===== src/rtl/primitive_sr_bram_mtap_pkg.sv =====
// Shared helpers for the BRAM-backed delay-line primitives.
package primitive_sr_bram_mtap_pkg;

    function automatic int clog2(input int value);
        int result;
        int rem;
        result = 0;
        rem    = value - 1;
        while (rem > 0) begin
            result = result + 1;
            rem    = rem >> 1;
        end
        return (result < 1) ? 1 : result;
    endfunction

    // Slot that held the sample written (tap-1) edges before the current slot.
    function automatic int sr_tap_addr(input int ptr, input int length, input int tap);
        return (ptr + length - (tap - 1)) % length;
    endfunction

endpackage


===== src/rtl/primitive_sdpram.sv =====
// Simple dual-port RAM: one write port and two registered read ports.
// Neither the array nor the read registers are reset, so the RAM infers as block RAM.
module primitive_sdpram #(
    parameter int WIDTH = 1,
    parameter int DEPTH = 32,
    parameter int AW    = 5
) (
    input  logic             i_clk,
    input  logic             i_we,
    input  logic [AW-1:0]    i_waddr,
    input  logic [WIDTH-1:0] i_wdata,
    input  logic             i_re,
    input  logic [AW-1:0]    i_raddr_a,
    input  logic [AW-1:0]    i_raddr_b,
    output logic [WIDTH-1:0] o_rdata_a,
    output logic [WIDTH-1:0] o_rdata_b
);

    logic [WIDTH-1:0] mem [DEPTH];
    logic [WIDTH-1:0] rdata_a_q;
    logic [WIDTH-1:0] rdata_b_q;

    always_ff @(posedge i_clk) begin
        if (i_we) begin
            mem[i_waddr] <= i_wdata;
        end
        if (i_re) begin
            rdata_a_q <= mem[i_raddr_a];
            rdata_b_q <= mem[i_raddr_b];
        end
    end

    assign o_rdata_a = rdata_a_q;
    assign o_rdata_b = rdata_b_q;

endmodule


===== src/rtl/primitive_sr_bram_mtap.sv =====
// Logical shift register held in BRAM with two fixed read taps, write-hold,
// pointer resync and fill tracking; taps read zero until real data reaches them.
module primitive_sr_bram_mtap
    import primitive_sr_bram_mtap_pkg::*;
#(
    parameter  int WIDTH  = 1,
    parameter  int LENGTH = 32,
    parameter  int TAP_A  = 32,
    parameter  int TAP_B  = 16,
    localparam int PTR_W  = clog2(LENGTH)
) (
    input  logic             i_EMUCLK,
    input  logic             i_RST,
    input  logic             i_CEN_n,
    input  logic             i_SYNC,
    input  logic             i_WR,
    input  logic [WIDTH-1:0] i_D,
    output logic [WIDTH-1:0] o_Q_A,
    output logic [WIDTH-1:0] o_Q_B,
    output logic [PTR_W-1:0] o_PHASE,
    output logic             o_FULL
);

    localparam int FILL_W = clog2(LENGTH + 1);

    if (LENGTH < 2 || LENGTH > 1024) begin : g_bad_length
        $error("primitive_sr_bram_mtap: LENGTH must be within 2..1024");
    end
    if (TAP_A < 2 || TAP_A > LENGTH) begin : g_bad_tap_a
        $error("primitive_sr_bram_mtap: TAP_A must be within 2..LENGTH");
    end
    if (TAP_B < 2 || TAP_B > LENGTH) begin : g_bad_tap_b
        $error("primitive_sr_bram_mtap: TAP_B must be within 2..LENGTH");
    end

    logic [PTR_W-1:0]  ptr_q,   ptr_d;
    logic [FILL_W-1:0] fill_q,  fill_d;
    logic              vld_a_q, vld_a_d;
    logic              vld_b_q, vld_b_d;
    logic              en;
    logic              full;
    logic              wr_en;
    logic [PTR_W-1:0]  raddr_a;
    logic [PTR_W-1:0]  raddr_b;
    logic [WIDTH-1:0]  rdata_a;
    logic [WIDTH-1:0]  rdata_b;

    always_comb begin
        en      = ~i_CEN_n;
        full    = (fill_q == FILL_W'(LENGTH));
        // Until every slot has been written once, writes are forced so stale RAM never surfaces.
        wr_en   = en & (i_WR | ~full);
        raddr_a = PTR_W'(sr_tap_addr(int'(ptr_q), LENGTH, TAP_A));
        raddr_b = PTR_W'(sr_tap_addr(int'(ptr_q), LENGTH, TAP_B));

        ptr_d   = ptr_q;
        fill_d  = fill_q;
        vld_a_d = vld_a_q;
        vld_b_d = vld_b_q;

        if (en) begin
            if (i_SYNC || (ptr_q == PTR_W'(LENGTH - 1))) begin
                ptr_d = '0;
            end else begin
                ptr_d = ptr_q + 1'b1;
            end
            if (!full) begin
                fill_d = fill_q + 1'b1;
            end
            vld_a_d = (fill_q >= FILL_W'(TAP_A - 1));
            vld_b_d = (fill_q >= FILL_W'(TAP_B - 1));
        end
    end

    always_ff @(posedge i_EMUCLK or posedge i_RST) begin
        if (i_RST) begin
            ptr_q   <= '0;
            fill_q  <= '0;
            vld_a_q <= 1'b0;
            vld_b_q <= 1'b0;
        end else begin
            ptr_q   <= ptr_d;
            fill_q  <= fill_d;
            vld_a_q <= vld_a_d;
            vld_b_q <= vld_b_d;
        end
    end

    primitive_sdpram #(
        .WIDTH (WIDTH),
        .DEPTH (LENGTH),
        .AW    (PTR_W)
    ) u_ram (
        .i_clk     (i_EMUCLK),
        .i_we      (wr_en),
        .i_waddr   (ptr_q),
        .i_wdata   (i_D),
        .i_re      (en),
        .i_raddr_a (raddr_a),
        .i_raddr_b (raddr_b),
        .o_rdata_a (rdata_a),
        .o_rdata_b (rdata_b)
    );

    // The RAM read registers carry no reset; the valid flags gate them so reset clears the taps at once.
    assign o_Q_A   = vld_a_q ? rdata_a : '0;
    assign o_Q_B   = vld_b_q ? rdata_b : '0;
    assign o_PHASE = ptr_q;
    assign o_FULL  = full;

endmodule


===== config.mk =====
export PLATFORM = sky130hd
export DESIGN_NAME = primitive_sr_bram_mtap
export DESIGN_NICKNAME = d
export VERILOG_FILES = /design/src/rtl/primitive_sr_bram_mtap_pkg.sv /design/src/rtl/primitive_sdpram.sv /design/src/rtl/primitive_sr_bram_mtap.sv
export SDC_FILE = /design/constraint.sdc
export NUM_CORES = 1
export LEC_CHECK = 0
export BUFFER_PORTS_ARGS = -buffer_cell sky130_fd_sc_hd__buf_2
export CELL_PAD_IN_SITES_DETAIL_PLACEMENT = 0
export CELL_PAD_IN_SITES_GLOBAL_PLACEMENT = 1
export CORE_ASPECT_RATIO = 0.6
export CORE_MARGIN = 2
export CORE_UTILIZATION = 51
export CTS_CLUSTER_DIAMETER = 150
export DETAILED_ROUTE_END_ITERATION = 12
export PLACE_DENSITY = 0.84
export SETUP_SLACK_MARGIN = 0.15
export SLEW_MARGIN = 20
export SYNTH_ARGS = -nofsm -noshare
export SYNTH_HDL_FRONTEND = slang
export SYNTH_SLANG_ARGS = --single-unit

===== constraint.sdc =====
create_clock -name i_EMUCLK -period 5 [get_ports i_EMUCLK]
set_clock_uncertainty 0.05 [all_clocks]
set_input_delay 1 -clock i_EMUCLK [delete_from_list [all_inputs] [get_ports i_EMUCLK]]
set_output_delay 1 -clock i_EMUCLK [all_outputs]
set_load 0.02 [all_outputs]

### Word-level counts from Yosys, hierarchy flattened

Memories as Yosys holds them, arrays and structs flattened. A register that Yosys moved wholly into a read port is not among the register bits.
Index checks and enable logic that the tools add are counted.
Widths: inputs -> output; s select.

| word-level totals | value |
|---|---|
| bits in registers | 13 |
| RAM bits | 32 |
| output and inout bits | 8 |
| memories | 1 |

| operators by class | value |
|---|---|
| add/sub/neg operators | 5 |
| $lt $le $gt $ge | 2 |
| eq/ne operators | 2 |
| multiplexer cells | 5 |
| bitwise operators | 4 |
| reductions and logical operators | 4 |

Memory list:

| memory | depth | width | rd ports | clocked after memory_dff | wr ports | line | RTL |
|---|---|---|---|---|---|---|---|
| u_ram.mem | 32 | 1 | 2 | 2 | 1 | primitive_sdpram.sv:19 | `logic [WIDTH-1:0] mem [DEPTH];` |

Operators by type and width:

| cell | count |
|---|---|
| $add 5x1->5 const B | 2 |
| $add 6x1->6 const B | 1 |
| $eq 6x6->1 const B | 1 |
| $ge 6x4->1 const B | 1 |
| $ge 6x5->1 const B | 1 |
| $eq 5x5->1 const B | 1 |
| $mux 5 | 1 |
| $sub 5x1->5 const B | 1 |
| $sub 5x4->5 const B | 1 |
| $mux 1 | 4 |
| $logic_not 1->1 | 2 |
| $not 1->1 | 2 |
| $reduce_and 2->1 | 1 |
| $and 1x1->1 | 1 |
| $logic_or 1x1->1 | 1 |
| $or 1x1->1 | 1 |

### Logic depth before layout (Yosys ltp)

Gate-level depths: netlist of run 1.

| depth | value |
|---|---|
| depth in word-level cells | 6 |
| depth in mapped cells | 8 |
| depth with buffers taken out | 6 |

### Modules after synthesis

Synthesis of run 1 repeated with hierarchy kept, for this count alone.

| unflattened totals | value |
|---|---|
| cell total of the unflattened synthesis | 234 |
| area total of the unflattened synthesis | 2582.5 µm² |

Modules (own cells, without submodules):

| module | times used | cells each | area each (µm²) | sequential area each (µm²) |
|---|---|---|---|---|
| primitive_sdpram | 1 | 162 | 1883.1 | 1021.0 |
| primitive_sr_bram_mtap | 1 | 72 | 699.4 | 325.3 |

### Worst setup path before layout of run 1

No wires, ideal clock.

| timing | value |
|---|---|
| kind | reg-to-reg |
| start point | register ptr_q[0], in the netlist o_PHASE[0] |
| end point | register u_ram.rdata_a_q, in the netlist u_ram.o_rdata_a (read register of u_ram.mem), data pin |
| library setup time | 0.148 ns |
| arrival time | 2.200 ns |
| data required time | 4.802 ns |
| setup slack | 2.602 ns |
| cell stages (with the launch flop) | 9 |
| period minus slack after synthesis | 2.398 ns |
| cell sequence | dfrtp_1 -> inv_2 -> ha_1 -> buf_6 -> buf_12 -> mux2i_1 -> mux4_2 -> mux2_2 -> mux2i_1 |

| on the way | value |
|---|---|
| word-level cells in the longest chain between the ends | 2 |

RTL lines:

| what | line | RTL |
|---|---|---|
| from (decl) | primitive_sr_bram_mtap.sv:36 | `logic [PTR_W-1:0] ptr_q, ptr_d;` |
| from (signal assigned) | primitive_sr_bram_mtap.sv:82 | `ptr_q <= ptr_d;` |
| $add 5x1->5 | primitive_sr_bram_mtap_pkg.sv:18 | `return (ptr + length - (tap - 1)) % length;` |
| $sub 5x1->5 | primitive_sr_bram_mtap_pkg.sv:18 |  |
| to (decl) | primitive_sdpram.sv:20 | `logic [WIDTH-1:0] rdata_a_q;` |

No other way between the ends.
A chain may end at the register's enable or synchronous reset.

### Worst setup path after layout of run 1

Ends and elaborated chain as after synthesis.

==> results list, run 1 <==
- Result of the run: finished clean
- The number of global-route vias before repair came to 1451.
- P_int: 649 uW
- First-pass GRT wire length: 7310 um
- Counting every net in the synthesized netlist gives 194.
* Boundary Pins: 14
* Vias after detailed routing: 1416
* Share of total power consumed by net switching: 29.0%
* Flip-flop and latch count after synthesis: 47
* Total Wirelength: 4360 um
- Cells fill 58.1% of the core in the end.
- Sequential cells account for 54.8% of the total power.
* Global route overflow: 0
- The clock network is responsible for 23.3% of the overall power.
- Kind of path behind the tightest hold check: reg2reg
- Total power after layout: 915 uW
- Required arrival time at the worst endpoint: 5.10 ns
- The die is 55.6 um tall.
* Slew at the pin with the worst max-slew slack: 0.879 ns
- For the final routed database, the setup TNS stands at 0 ns.
- Row generation in the floorplan step produced 18 rows.
- Largest incremental delay on the critical path: 0.90 ns
- Worst Hold Path Cells: 2
- CTS placed an instance of clkbuf_8 at the clock tree root.
- The later pin in the worst-skew pair is clocked with a latency of 0.30 ns.
* Total of buffers placed on input and output ports: 13
- STA classifies the critical path startpoint as a flip-flop.
- In the finished design, the share of the clock period the worst path needs comes to 57.4%.
- GRT Total Usage: 19.1%
- TritonCTS built the clock tree.
- H-tree Lvls: 2
- In this run the post-CTS setup repair buffer count came out at 0.
* Die Outline Area: 5000 um2
- Clock tree synthesis found a total of 47 sinks.
- Min Tclk post-route: 2.87 ns
- Measured against its own limit, the worst slew margin works out to 41.4%.
- Of the cells placed in the final design, the portion with a size suffix greater than 1 is 13.8%.
* Count of hold-fix buffers inserted at cts: 0
* Power per cell area: 376 nW/um2
* Setup violations, final: 0
- Number of antenna violations at the first check in global routing: 0
* Stages on the worst setup path: 6
- Combinational logic is responsible for 21.9% of the overall power.
- At the end of routability-driven placement, the weighted congestion stood at 0.846.
- Averaged over all synthesized cells, the footprint is 12.5 um2.
* Hold path endpoint: vld_b_q$_DFFE_PP0N_
- Fraction of the yosys area taken by sequential cells: 59.6%
- CP top delay family: multiplexers
- Synthesized instance count: 181
- Measured in cells, the most critical reg-to-reg path has a length of 6.
- Final max-slew violation count: 0
- Yosys synthesis warning count: 0
- IR Drop Worst-Case VDD: 0.240 mV
- Highest attainable clock frequency: 348 MHz
- Start-to-end type of the worst setup path: reg2reg
- On the critical path, the stage with the largest delay is an instance of ha_1.
- Number of enable flip-flop cells after synthesis: 34
- Total leakage power: 0.943 nW
- Hold is met by 0.441 ns.
- The worst setup path is captured at a flip-flop.
- Dominant register cell in the synthesized netlist: edfxtp_1
- The final hold violation count is 0.
* Critical-path maximum fanout: 17
- The tool flagged a number of max-cap violations equal to 0.
- Detailed-route wire length per cell: 17.0 um
- Counting both buffers and inverters, the worst setup path holds a total of 1.
- Count of antenna diodes in the layout: 0
- Setup slack, reg-to-reg: 2.13 ns
- Inst Count DP: 248
- Number of buffers created by CTS: 5
- Pin count of the biggest net entering global routing: 33
* Clock input transition at the sequential cells of the worst setup and hold paths: 0.08 ns
- The area growth from synthesis to layout is 7.75%.
- In this run the cell area of the synthesized design comes to 2260 um2.
- The most critical setup path has its startpoint at o_PHASE[0]$_DFFE_PP0N_.
* Data arrival time of the worst path: 2.97 ns
* Most frequent standard cell in the layout excluding fill and tap cells: edfxtp_1
* Count of TritonRoute iterations in the first routing pass: 4
- The synthesized netlist contains 31 unique library cells.
- Top library cells by usage in the layout, fill and taps aside: edfxtp_1, nor2_1, nand2_1, mux2i_1
- The detail route stage leaves a number of antenna-violating nets equal to 0.
- Number of instances resized during post-cts repair: 0
- The die is 89.9 um wide.
* # DRC: 0
- After filler insertion, the fill cell instance count of the layout stands at 343.
* Max Buffers Root-to-Sink: 2
- Cell chain of the critical path: inv_2, ha_1, mux2i_1, mux4_2, mux2_2, mux2i_1
- Synth async-reset ratio: 27.7%
- For this configuration, the core starts out at a cell density of 53.9%.
- End of the worst register-to-register path: u_ram.o_rdata_a$_DFFE_PN_
- Post-detail-place hpwl: 3170 um
* Via-to-Cell Ratio: 5.53
- The first routing iteration left 84 violations.
- Launch instance of the worst min-delay path: vld_b_q$_DFFE_PP0N_
- Setup repair after global routing left no endpoint under its margin.
* Number of cells in the finished layout apart from fillers: 256
- CP most frequent cell: mux2i_1
- The startpoint identified for the worst register-to-register timing path is o_PHASE[0]$_DFFE_PP0N_.
* Switching power of the nets: 266 uW
- The final layout contains 208 nets.
* Total core area: 4190 um2
## tightest hold or removal path: stages (launching register included)
cell     delay (ns)
dfrtp_1        0.34
nand2_1        0.05
o21ai_1        0.06
## power groups by stage
| stage | logic (mW) | clock network, mW | registers, mW |
|---|---|---|---|
| after floorplan | 0.165 | 0 | 0.502 |
| after global placement | 0.191 | 0 | 0.507 |
| after detailed placement | 0.200 | 0 | 0.509 |
| after CTS | 0.201 | 0.220 | 0.500 |
| after global routing | 0.220 | 0.239 | 0.507 |
| final | 0.200 | 0.213 | 0.501 |
## worst max path at each step
stage / end / slack (ns)
floorplan: u_ram.o_rdata_a$_DFFE_PN_ / 2.60
global placement: u_ram.mem[13]$_DFFE_PP_ / 2.30
detailed placement: u_ram.o_rdata_a$_DFFE_PN_ / 2.17
CTS: u_ram.o_rdata_a$_DFFE_PN_ / 2.14
global route: u_ram.o_rdata_b$_DFFE_PN_ / 1.99
finish: u_ram.o_rdata_a$_DFFE_PN_ / 2.13
## sequential cells by signal (all words and copies together) (netlist names)
| name | count |
|---|---|
| vld_a_q | 1 |
| vld_b_q | 1 |
| u_ram.mem | 32 |
| u_ram.o_rdata_a | 1 |
| u_ram.o_rdata_b | 1 |
| o_PHASE | 5 |
| fill_q | 6 |
## synth_stat cells, types with 2 or more instances
master,instances,share of area (%)
xor2_1,3,1.2
and3_1,4,1.1
ha_1,7,3.9
mux2_2,2,1.0
inv_2,2,0.33
clkbuf_1,4,0.66
o21ai_1,4,0.89
and2_1,6,1.7
nand3_1,2,0.44
or3b_1,2,0.78
inv_1,5,0.83
nor2_1,26,4.3
mux2i_1,18,8.0
edfxtp_1,34,45
xnor2_1,4,1.6
nand2_1,19,3.2
nor3_1,6,1.3
mux4_2,4,4.0
o21ai_0,5,1.1
dfrtp_1,13,14
## layer usage
metal	vias to the layer above	wire, um	track usage [%]
met5	-	0	0
met4	0	36	5.71
met3	5	275	5.05
met2	37	1930	27.6
met1	707	2110	28.6
li1	667	-	-
## metrics by stage
stage	area [um2]	setup slack (ns)
after floorplan	2260	2.60
after global placement	2350	2.30
after detailed placement	2350	2.17
after CTS	2430	2.14
after global routing	2430	1.99
final	2430	2.13
## layout make-up
cell class / instances / area [um2] / share of cell area, %
sequential: 47 / 1350 / 55.3
multi-input combinational: 121 / 841 / 34.5
tap: 60 / 75.1 / 3.08
clock buffer: 6 / 72.6 / 2.98
timing repair buffer: 13 / 65.1 / 2.67
inverter: 7 / 26.3 / 1.08
clock inverter: 2 / 8.76 / 0.360
## logic make-up after synthesis
kind of cell | share of synthesized area, %
buffers and inverters | 3.21
adders and majority gates | 3.88
xor gates and xnor gates | 2.71
AOI/OAI and AO/OA | 2.88
DFF | 59.6
and+or+nand+nor | 14.8
muxes | 13.0
(Power assumes the default switching activity.)
==> run 2: changes to the inputs <==
CORE_UTILIZATION = 49   (was 51)
PLACE_DENSITY = 0.81   (was 0.84)
clock period = 2.9 ns   (was 5 ns; I/O delays follow)
==> results list, run 2 (synthesis gave the netlist of run 1 again) <==
- Result of the run: finished clean (unchanged).
- The non-filler instance count after layout came to 261 (was 256).
- Global placement routability congestion: 0.753 (was 0.846)
- The worst hold margin was 0.243 ns (was 0.441 ns).
- Height of the die: 56.6 um (was 55.6 um)
- The final critical path time including I/O delays and setup was 2.45 ns (was 2.87 ns).
- Boundary Pins: 14 (unchanged)
- Number of instances resized during post-cts repair: 0 (unchanged)
- Cell with the largest stage delay on the worst path: dfrtp_1 (was ha_1)
* Number of antenna violations at the first check in global routing: 0 (unchanged)
- The transition at the pin with the smallest max-transition slack is 0.620 ns (was 0.879 ns).
* CP most frequent cell: mux2i_1 (unchanged)
* Relative slew margins: 58.1% (was 41.4%)
* Setup violations, final: 0 (unchanged)
- The number of cells on the worst reg-to-reg path was 7 (was 6).
- The maximum clock insertion buffer count was 2 (unchanged).
- The worst min-delay path category was in2async (was reg2reg).
* Inst Count DP: 253 (was 248)
- Share of post-route cells with drive strength above 1: 15.2% (was 13.8%)
- Root buffer cell: clkbuf_8 (unchanged)
- Clock tree sinks: 47 (unchanged)
* CP top delay family: multiplexers (unchanged)
- Setup repair after global routing missed its margin: false (unchanged)
- The capturing element type of the critical path is a flip-flop (unchanged).
- Critical-path maximum fanout: 10 (was 17)
- Category of the worst setup path launch point: flip-flop (unchanged)
- Most frequent standard cell in the layout excluding fill and tap cells: edfxtp_1 (unchanged)
- Clock insertion delay at the later pin of the skew report: 0.30 ns (about the same)
* Endpoints failing hold: 0 (unchanged)
- The fraction of power spent switching nets was 28.2% (was 29.0%).
- Power per cell area: 679 nW/um2 (was 376 nW/um2)
- Start-to-end type of the worst setup path: reg2reg (unchanged)
- Pin count of the biggest net entering global routing: 33 (unchanged)
* Required arrival time at the worst endpoint: 3.00 ns (was 5.10 ns)
* Effective utilization at floorplan: 50.3% (was 53.9%)
- The net switching component of the power is 475 uW (was 266 uW).
* Top library cells by usage in the layout, fill and taps aside: edfxtp_1, nor2_1, nand2_1, mux2i_1 (unchanged)
- The starting DRC count in detailed routing was 119 (was 84).
* Proportion of power drawn by flip-flops and latches: 51.4% (was 54.8%)
- The power share of the clock group is 27.7% (was 23.3%).
- The number of buffers and inverters on the critical path is 2 (was 1).
- Count of max-cap constraint violations: 0 (unchanged)
* Total leakage power: 0.966 nW (was 0.943 nW)
- The post-CTS setup-driven buffer insertion count is 0 (unchanged).
* Data arrival time of the worst path: 2.55 ns (was 2.97 ns)
- The first-pass GRT wire length was 7140 um (was 7310 um).
- Antenna-violating nets left: 0 (unchanged)
- Post-detail-place hpwl: 3170 um (about the same)
* Clock input transition at the sequential cells of the worst setup and hold paths: 0.08 ns (about the same)
- Number of buffers created by CTS: 5 (unchanged)
* Die Outline Area: 5190 um2 (was 5000 um2)
* Fraction of power consumed by combinational cells: 20.9% (was 21.9%)
* Count of antenna diodes in the layout: 0 (unchanged)
- Largest incremental delay on the critical path: 0.47 ns (was 0.90 ns)
* Stages on the worst setup path: 7 (was 6)
- The global routing usage summed across all routing layers is 19.1% (about the same).
- Vias in the first global route: 1361 (was 1451)
- Detailed-route wire length per cell: 16.7 um (was 17.0 um)
- Total Wirelength: 4370 um (was 4360 um)
* Tcrit/Tclk final: 84.6% (was 57.4%)
* Layout Nets: 210 (was 208)
* Global route overflow: 0 (unchanged)
* Final TNS setup: 0 ns (unchanged)
* DIE WIDTH: 91.7 um (was 89.9 um)
* Cell chain of the critical path: inv_2, ha_1, buf_4, mux2i_1, mux4_2, mux2_2, mux2i_1 (was inv_2, ha_1, mux2i_1, mux4_2, mux2_2, mux2i_1)
* H-tree Lvls: 2 (unchanged)
- Final max-slew violation count: 0 (unchanged)
- The number of buffers inserted for hold repair after clock tree synthesis was 0 (unchanged).
* Largest register by flop count: u_ram.mem (unchanged)
- P_int: 1.21 mW (was 649 uW)
* Vias after detailed routing: 1392 (was 1416)
- The final routed DRC violation total is 0 (unchanged).
- CTS tree: done (unchanged)
- The largest vdd supply drop came to 0.474 mV (was 0.240 mV).
- Growth of design area from synthesis to finish: 9.75% (was 7.75%)
- Total core area: 4490 um2 (was 4190 um2)
- The count of buffers from port buffering came to 13 (unchanged).
* Count of TritonRoute iterations in the first routing pass: 5 (was 4)
- The row count came to 19 (was 18).
- Via-to-Cell Ratio: 5.33 (was 5.53)
* Highest attainable clock frequency: 408 MHz (was 348 MHz)
* Flip-flop count of the largest register, all copies and words added: 32 (unchanged)
-- run 2: final timing paths --
path | start | to | slack, ns
hold / removal | i_RST | fill_q[5]$_DFFE_PP0P_ | 0.24
max in group asynchronous | i_RST | vld_b_q$_DFFE_PP0N_ | 2.22
setup reg to reg | o_PHASE[0]$_DFFE_PP0N_ | u_ram.o_rdata_b$_DFFE_PN_ | 0.45
hold reg to reg | vld_a_q$_DFFE_PP0N_ | vld_a_q$_DFFE_PP0N_ | 0.45
setup / recovery | o_PHASE[0]$_DFFE_PP0N_ | u_ram.o_rdata_b$_DFFE_PN_ | 0.45
min in group i_EMUCLK | vld_a_q$_DFFE_PP0N_ | vld_a_q$_DFFE_PP0N_ | 0.45
-- run 2: metal layers --
layer  GRT usage, %  part of all wire (%)  up-vias
met5              0                     0        -
met4           8.23                  0.85        0
met3           5.10                   6.0        5
met2           25.6                    42       42
met1           29.0                    51      668
li1               -                     -      677
-- run 2: per-stage QoR --
stage / utilization, % / instance area [um2] / setup WS, ns / total power [mW]
final: 55.2 / 2480 / 0.447 / 1.68
after global routing: 55.2 / 2480 / 0.280 / 1.78
after CTS: 55.2 / 2480 / 0.424 / 1.69
after detailed placement: 52.8 / 2370 / 0.454 / 1.23
after global placement: 52.8 / 2370 / 0.561 / 1.21
after floorplan: - / 2260 / 0.502 / 1.15
-- run 2: layout make-up --
class / count / area [um2]
fill: 381 / 2010
sequential: 47 / 1350
multi-input combinational: 121 / 841
timing repair buffer: 15 / 80.1
tap: 63 / 78.8
clock buffer: 5 / 68.8
clock inverter: 3 / 38.8
inverter: 7 / 26.3
-- run 2: power by group through the flow --
stage | registers [mW] | logic, mW | clock network [mW]
floorplan | 0.866 | 0.285 | 0
global placement | 0.873 | 0.338 | 0
detailed placement | 0.880 | 0.353 | 0
CTS | 0.865 | 0.355 | 0.475
global route | 0.877 | 0.394 | 0.513
finish | 0.866 | 0.353 | 0.466
==> run 3: changes to the inputs <==
CORE_UTILIZATION = 44   (was 49)
PLACE_DENSITY = 0.77   (was 0.81)
clock period = 2 ns   (was 2.9 ns; I/O delays follow)
==> results list, run 3 (synthesis gave the netlist of run 1 again) <==
- Violations in the final reports: negative setup slack
- The commonest non-fill, non-tap cell in the layout is edfxtp_1 (unchanged).
- IR Drop Worst-Case VDD: 0.519 mV (was 0.474 mV)
- Height of the die: 59.5 um (was 56.6 um)
- Data arrival time of the worst path: 2.17 ns (was 2.55 ns)
- Top library cells by usage in the layout, fill and taps aside: edfxtp_1, nor2_1, mux2i_1, nand2_1, buf_2 (was edfxtp_1, nor2_1, nand2_1, mux2i_1).
- Result of the run: complete, but fails checks (was finished clean)
* Root buffer cell: clkbuf_8 (unchanged)
- The power share of the clock group was 27.9% (was 27.7%).
- The fill cell total of the finished layout came to 436 (was 381).
* Switching power of the nets: 749 uW (was 475 uW)
- Kind of path behind the tightest hold check: in2async (unchanged)
- H-tree Lvls: 2 (unchanged)
- The number of global-route vias before repair is 1374 (was 1361).
- The count of pins on the block boundary came to 14 (unchanged).
* Site row count: 20 (was 19)
* Tcrit/Tclk final: 103% (was 84.6%)
- Inst Count DP: 263 (was 253)
- The transition at the pin with the smallest max-transition slack came to 0.569 ns (was 0.620 ns).
- The non-filler instance count after layout came to 273 (was 261).
- The proportion of power drawn by combinational gates came to 24.4% (was 20.9%).
- Category of the worst setup path launch point: flip-flop (unchanged)
- DIE WIDTH: 96.5 um (was 91.7 um)
* Count of max-cap constraint violations: 0 (unchanged)
* DRC violation total after the first TritonRoute iteration: 65 (was 119)
* Count of antenna diodes in the layout: 0 (unchanged)
- The multi-input logic area was 923 um2 (was 841 um2).
* Proportion of power drawn by flip-flops and latches: 47.7% (was 51.4%)
- The achievable clock frequency is 484 MHz (was 408 MHz).
- Type of destination of the critical path: flip-flop (unchanged)
- Clock insertion delay at the later pin of the skew report: 0.30 ns (about the same)
* Share of total power consumed by net switching: 28.6% (was 28.2%)
- Global route overflow: 0 (unchanged)
- The final hold violation count came to 0 (unchanged).
* Vias after detailed routing: 1460 (was 1392)
- Largest register by flop count: u_ram.mem (unchanged)
- The total clock buffers created by CTS is 5 (unchanged).
* Power per cell area: 980 nW/um2 (was 679 nW/um2)
* Post-detail-place hpwl: 3210 um (was 3170 um)
* Clock tree sinks: 47 (unchanged)
- Start-to-end type of the worst setup path: reg2reg (unchanged)
- The total negative slack for setup checks is -0.133 ns (was 0 ns).
- The internal cell power came to 1.87 mW (was 1.21 mW).
* Pin count of the biggest net entering global routing: 33 (unchanged)
* Required arrival time at the worst endpoint: 2.10 ns (was 3.00 ns)
* Count of TritonRoute iterations in the first routing pass: 4 (was 5)
* Antenna-violating nets left: 0 (unchanged)
- The reported leakage power is 1.03 nW (was 0.966 nW).
- CTS tree: done (unchanged)
- Total Wirelength: 4620 um (was 4370 um)
- Layout Nets: 219 (was 210)
- First-pass GRT wire length: 7210 um (was 7140 um)
- Die Outline Area: 5740 um2 (was 5190 um2)
- Flip-flop count of the largest register, all copies and words added: 32 (unchanged)
* Setup repair after global routing missed its margin: true (was false)
* Effective utilization at floorplan: 45.1% (was 50.3%)
- The highest fanout seen on the critical path is 13 (was 10).
- Setup violations, final: 2 (was 0)
- Total area of sequential cells: 1350 um2 (about the same)
- The routability congestion estimate from global placement came to 0.789 (was 0.753).
- The maximum clock insertion buffer count is 2 (unchanged).
* # DRC: 0 (unchanged)
- Growth of design area from synthesis to finish: 18.2% (was 9.75%)
- The number of cells on the worst reg-to-reg path came to 7 (unchanged).
- The worst hold margin was 0.0688 ns (was 0.243 ns).
* Min Tclk post-route: 2.07 ns (was 2.45 ns)
* Number of antenna violations at the first check in global routing: 0 (unchanged)
* GRT Total Usage: 17.8% (was 19.1%)
* Relative slew margins: 62.1% (was 58.1%)
- Final max-slew violation count: 0 (unchanged)
- The floorplan core area came to 5000 um2 (was 4490 um2).
- Via-to-Cell Ratio: 5.35 (was 5.33)
- Share of post-route cells with drive strength above 1: 26.6% (was 15.2%)
- Total of buffers placed on input and output ports: 13 (unchanged)
* Clock input transition at the sequential cells of the worst setup and hold paths: 0.09 ns (was 0.08 ns)
* Detailed-route wire length per cell: 16.9 um (was 16.7 um)
* Setup WS post-layout: -0.0678 ns (was 0.447 ns)
-- run 3: changes by cell type in the layout (fill, tap and decap cells not counted), moves of 3 or more --
cell and change:
ha_1 -4, nand2_2 +4, nand2_1 -4, buf_4 +8
ha_4 +3
-- run 3: repair_timing --
action	CTS	global route
gates resized for setup	9	8
pin swaps	3	0
hold buffers	0	0
endpoints found under the setup margin	10	17
buffers inserted	2	0
-- run 3: power by group through the flow --
stage                     logic (mW)  clock network (mW)  registers, mW
after global placement         0.540                   0           1.26
final                          0.640               0.729           1.25
after detailed placement       0.571                   0           1.26
after global routing           0.704               0.780           1.27
after floorplan                0.434                   0           1.26
after CTS                      0.608               0.746           1.24
-- run 3: layout make-up --
type,count,share of cell area (%)
sequential,47,50.5
multi-input combinational,121,34.6
timing repair buffer,24,6.00
clock buffer,7,4.45
tap,66,3.09
inverter,7,1.08
clock inverter,1,0.281
-- run 3: final timing paths --
check                                        from                   endpoint  slack, ns
min in group i_EMUCLK                      i_SYNC     o_PHASE[1]$_DFFE_PP0N_       0.37
hold reg to reg               vld_a_q$_DFFE_PP0N_        vld_a_q$_DFFE_PP0N_       0.45
setup / recovery           o_PHASE[0]$_DFFE_PP0N_  u_ram.o_rdata_a$_DFFE_PN_      -0.07
hold / removal                              i_RST        vld_a_q$_DFFE_PP0N_       0.07
max in group asynchronous                   i_RST     o_PHASE[1]$_DFFE_PP0N_       1.45
setup reg to reg           o_PHASE[0]$_DFFE_PP0N_  u_ram.o_rdata_a$_DFFE_PN_      -0.07
-- run 3: worst max-delay path: stages (launching register included) --
cell and delay (ns):
dfrtp_2 0.43, inv_4 0.08, ha_4 0.21, buf_12 0.15, mux2i_1 0.12, mux4_2 0.47
mux2_4 0.29, mux2i_1 0.12
-- run 3: routing by layer --
layer	track usage [%]	wire length, um
met5	0	0
met2	25.0	2070
met1	26.5	2220
met4	6.24	48
met3	5.09	276
-- run 3: metrics by stage --
stage               power [mW]  utilization (%)  cell area [um2]  setup WS (ns)
floorplan                 1.69                -             2290         -0.222
global placement          1.80             49.0             2450        -0.0468
detailed placement        1.84             49.0             2450        -0.0965
CTS                       2.60             52.6             2630        -0.0707
global route              2.75             53.3             2670         -0.133
finish                    2.62             53.3             2670        -0.0678
